$ cat src/rtl/shift_reg_n.sv
// shift_reg_n: WIDTH-bit shift register with hold, parallel load, shift, and
// clear. It provides a serial output, a count of completed shifts, and a
// one-cycle done pulse that fires after every WIDTH-th shift of a word.
module shift_reg_n #(
    parameter int unsigned      WIDTH     = 8,
    parameter bit               LSB_FIRST = 1'b1,
    parameter logic [WIDTH-1:0] RESET_VAL = '0,
    localparam int unsigned     CW        = (WIDTH > 2) ? $clog2(WIDTH) : 1
) (
    input  logic             clk,
    input  logic             rst,
    input  logic [1:0]       mode,
    input  logic [WIDTH-1:0] d,
    input  logic             sin,
    output logic [WIDTH-1:0] q,
    output logic [WIDTH-1:0] qbar,
    output logic             sout,
    output logic [CW-1:0]    cnt,
    output logic             done
);

    typedef enum logic [1:0] {
        MODE_HOLD  = 2'b00,
        MODE_LOAD  = 2'b01,
        MODE_SHIFT = 2'b10,
        MODE_CLEAR = 2'b11
    } mode_e;

    localparam logic [CW-1:0] LAST_CNT = CW'(WIDTH - 1);

    mode_e            op;
    logic [WIDTH-1:0] q_r, q_nxt, shifted;
    logic [CW-1:0]    cnt_r, cnt_nxt;
    logic             done_r, done_nxt;

    assign op = mode_e'(mode);

    // Word after one shift step in the configured direction.
    always_comb begin
        shifted = q_r;
        if (LSB_FIRST) begin
            shifted = {sin, q_r[WIDTH-1:1]};
        end else begin
            shifted = {q_r[WIDTH-2:0], sin};
        end
    end

    // Next-state decode. Done fires only on the shift that completes a word.
    // Every other operation clears it.
    always_comb begin
        q_nxt    = q_r;
        cnt_nxt  = cnt_r;
        done_nxt = 1'b0;
        unique case (op)
            MODE_HOLD: begin
                q_nxt   = q_r;
                cnt_nxt = cnt_r;
            end
            MODE_LOAD: begin
                q_nxt   = d;
                cnt_nxt = '0;
            end
            MODE_SHIFT: begin
                q_nxt = shifted;
                if (cnt_r == LAST_CNT) begin
                    cnt_nxt  = '0;
                    done_nxt = 1'b1;
                end else begin
                    cnt_nxt = cnt_r + 1'b1;
                end
            end
            MODE_CLEAR: begin
                q_nxt   = '0;
                cnt_nxt = '0;
            end
            default: begin
                q_nxt   = q_r;
                cnt_nxt = cnt_r;
            end
        endcase
    end

    // State registers with asynchronous reset to RESET_VAL and a zero count.
    always_ff @(posedge clk or posedge rst) begin
        if (rst) begin
            q_r    <= RESET_VAL;
            cnt_r  <= '0;
            done_r <= 1'b0;
        end else begin
            q_r    <= q_nxt;
            cnt_r  <= cnt_nxt;
            done_r <= done_nxt;
        end
    end

    assign q    = q_r;
    assign qbar = ~q_r;
    assign sout = LSB_FIRST ? q_r[0] : q_r[WIDTH-1];
    assign cnt  = cnt_r;
    assign done = done_r;

endmodule

$ cat config.mk
export PLATFORM = sky130hd
export DESIGN_NAME = shift_reg_n
export DESIGN_NICKNAME = d
export VERILOG_FILES = /design/src/rtl/shift_reg_n.sv
export SDC_FILE = /design/constraint.sdc
export NUM_CORES = 1
export LEC_CHECK = 0
export CAP_MARGIN = 30
export CORE_MARGIN = 3
export CORE_UTILIZATION = 36
export CTS_CLUSTER_DIAMETER = 60
export DETAILED_ROUTE_END_ITERATION = 7
export PLACE_DENSITY_LB_ADDON = 0.15
export SYNTH_ARGS = -nofsm -noshare
export SYNTH_HDL_FRONTEND = slang
export SYNTH_SLANG_ARGS = --single-unit
$ cat constraint.sdc
create_clock -name clk -period 1.5 [get_ports clk]
set_clock_uncertainty 0.05 [all_clocks]
set_input_delay 0.15 -clock clk [delete_from_list [all_inputs] [get_ports clk]]
set_output_delay 0.15 -clock clk [all_outputs]
set_load 0.02 [all_outputs]
==> impl_metrics.tcl <==
set metrics [dict create \
    cts_setup_buffers 0 \
    power.share.clock_pct 30.0 \
    cp.required_ps 1660 \
    crit_path_end_kind "flop" \
    port_buffers 33 \
    hp-class "input port to async pin" \
    grt_antenna_before_repair 0 \
    path_buf_inv 0 \
    grt_pass1_wl_um 2297 \
    synth.cell_area_um2 601.8 \
    grt.total_usage_pct 14.89 \
    syn_nets 68 \
    clkLatencyLatePin_ps 270 \
    worstSetupPathType "flop to flop" \
    mostFrequentLayoutCells "clkdlybuf4s50_1, dlygate4sd2_1, dfrtp_1, mux2i_1, inv_1" \
    gp_congestion 0.7348 \
    drive_gt1_share_pct 10.99 \
    drtAntennaViolNets 0 \
    cts_tree "yes" \
    post-route-period-util_pct 94.37 \
    wl_um 1350 \
    drv_slew 0 \
    peakVddDrop_uv 798.0 \
    synth_cell_type_count 15 \
    crit_top_cell "ha_1" \
    p_sw_uw 259.7 \
    slowest_stage "dfrtp_1" \
    synth_top_area_share_pct 49.90 \
    die_h_um 46.89 \
    chipWidth_um 46.89 \
    ys_ff_latch 12 \
    drt_iter0_markers 5 \
    diodes 0 \
    drt-pass1-iter-count 2 \
    critPathLaunchType "flop" \
    maxCapViolCount 0 \
    core_area_um2 1541 \
    cp.arrival_ps 1580 \
    intPower_uw 612.1 \
    rows 14 \
    grt_max_degree 13 \
    h-tree-depth 1 \
    finalSetupViolations 0 \
    tightest_slew_ps 465.7 \
    drc 0 \
    hold_viol_final 0 \
    dr_total_vias 525 \
    r2r_start "cnt[0]$_DFFE_PP0P_" \
    clockRootBuffer "clkbuf_4" \
    netlist_instances 53 \
    power.share.switching_pct 29.79 \
    ys_warn_count 0 \
    fin_crit_ps 1416 \
    grt_pass1_vias 543 \
    area_delta_synth_final_pct 66.11 \
    fmax_ghz 0.7065 \
    seq_area_frac_synth_pct 49.90 \
    numClockSinks 12 \
    power.leakage_nw 0.5814 \
    rsz0062_at_grt "false" \
    p_per_area_nw_per_um2 872.0 \
    avgSynthCellArea_um2 11.36 \
    critical_path.startpoint "cnt[0]$_DFFE_PP0P_" \
    crit_fanout 4 \
    stdcell_area_um2 999.7 \
    layout.nets 107 \
    overflow 0 \
    synth_area_leader_cell "dfrtp_1" \
    vias_per_cell 4.907 \
    clk_pin_slew_worst_paths_ps 80 \
    initial_utilization_pct 39.04 \
    cts_buffer_depth 2 \
    tns_ps 0 \
    status "finished, final reports clean" \
    ios 34 \
    synthTopCellsByArea "dfrtp_1, mux2i_1, o2bb2ai_1" \
    dpl_cell_area_um2 962.2 \
    place_hpwl_um 1064 \
    maxSlewHeadroom_pct 68.92 \
    die_area_um2 2198 \
    routedWlPerCell_um 12.62 \
    pwr-share-comb_pct 27.5 \
    cts_made_buffers 3 \
    cp_slowest_stage_delay_ps 420 \
    crit_family "flip-flops" \
    sequentialPowerShare_pct 42.5 \
    path_cells "ha_1 -> ha_1 -> or3b_1 -> a21oi_2" \
]
[routing by layer]
| layer | vias to the layer above | global-route usage [%] | routed length [um] | part of all wire, % |
|---|---|---|---|---|
| li1 | 251 | - | - | - |
| met1 | 254 | 17.18 | 559 | 41 |
| met2 | 18 | 25.75 | 694 | 51 |
| met3 | 2 | 6.130 | 83 | 6.1 |
| met4 | 0 | 3.315 | 12 | 0.89 |
| met5 | - | 0 | 0 | 0 |
[power by group through the flow]
| stage | registers [mW] | logic, mW | clock network [mW] |
|---|---|---|---|
| 3_3_place_gp | 0.377 | 0.269 | 0 |
| 4_1_cts | 0.372 | 0.247 | 0.266 |
| 6_report | 0.370 | 0.240 | 0.261 |
| 3_5_place_dp | 0.378 | 0.270 | 0 |
| 5_1_grt | 0.376 | 0.261 | 0.279 |
| 2_1_floorplan | 0.404 | 0.0999 | 0 |
[synth_stat cells]
master      n
a21oi_2     1
buf_1       1
buf_2       1
buf_4       1
buf_6       1
dfrtp_1    12
ha_1        2
inv_1       9
mux2i_1    10
nand2_1     1
nand2b_1    1
nor2_1      3
nor2b_1     1
o2bb2ai_1   8
or3b_1      1
[kinds of logic (layout without fill, tap and decap cells)]
| kind of cell | Yosys count | after routing | share of synthesized area [%] |
|---|---|---|---|
| multiplexers | 10 | 10 | 16.63 |
| AND/OR/NAND/NOR | 7 | 7 | 6.030 |
| adder cells (fa/ha/maj) | 2 | 2 | 4.157 |
| AO/OA/AOI/OAI | 9 | 9 | 13.10 |
| buffers and inverters | 13 | 51 | 10.19 |
| flip-flops | 12 | 12 | 49.90 |
[through the flow]
stage | power, mW | worst slack, ps | utilization (%) | cells | hold WS (ps)
after floorplan | 0.5040 | 55.80 | - | 53 | -35.30
after global placement | 0.6464 | 132.2 | 62.42 | 103 | 449.6
after detailed placement | 0.6486 | 98.12 | 62.42 | 103 | 443.4
after CTS | 0.8845 | 0.8517 | 63.72 | 107 | 160.1
after global routing | 0.9167 | 31.29 | 64.85 | 107 | 169.2
final | 0.8718 | 84.49 | 64.85 | 107 | 131.1
[area by class of cell]
type | count | area [um^2]
timing repair buffer | 38 | 369.1
clock buffer | 4 | 36.28
multi-input combinational | 28 | 240.2
fill | 139 | 541.8
sequential | 12 | 300.3
inverter | 9 | 33.78
tap | 16 | 20.02
[path summary, 6_finish.rpt]
kind | slack, ps | end | cells after the start
min in group clk | 380 | q[0]$_DFFE_PP0P_ | 2
max | 80 | cnt[0]$_DFFE_PP0P_ | 4
max reg2reg | 80 | cnt[0]$_DFFE_PP0P_ | 4
min | 130 | cnt[1]$_DFFE_PP0P_ | 2
max in group asynchronous | 950 | q[5]$_DFFE_PP0P_ | 2
min reg2reg | 510 | cnt[2]$_DFFE_PP0P_ | 2
[timing repair]
item	in CTS	in global routing
pin swaps	0	0
endpoints found under the setup margin	13	7
hold buffers	0	0
gates resized for setup	13	7
[sequential cells by signal (all words and copies together) (netlist names)]
name and cells:
cnt 3, done 1, q 8
Note: power is estimated with default switching activity, not from simulation.
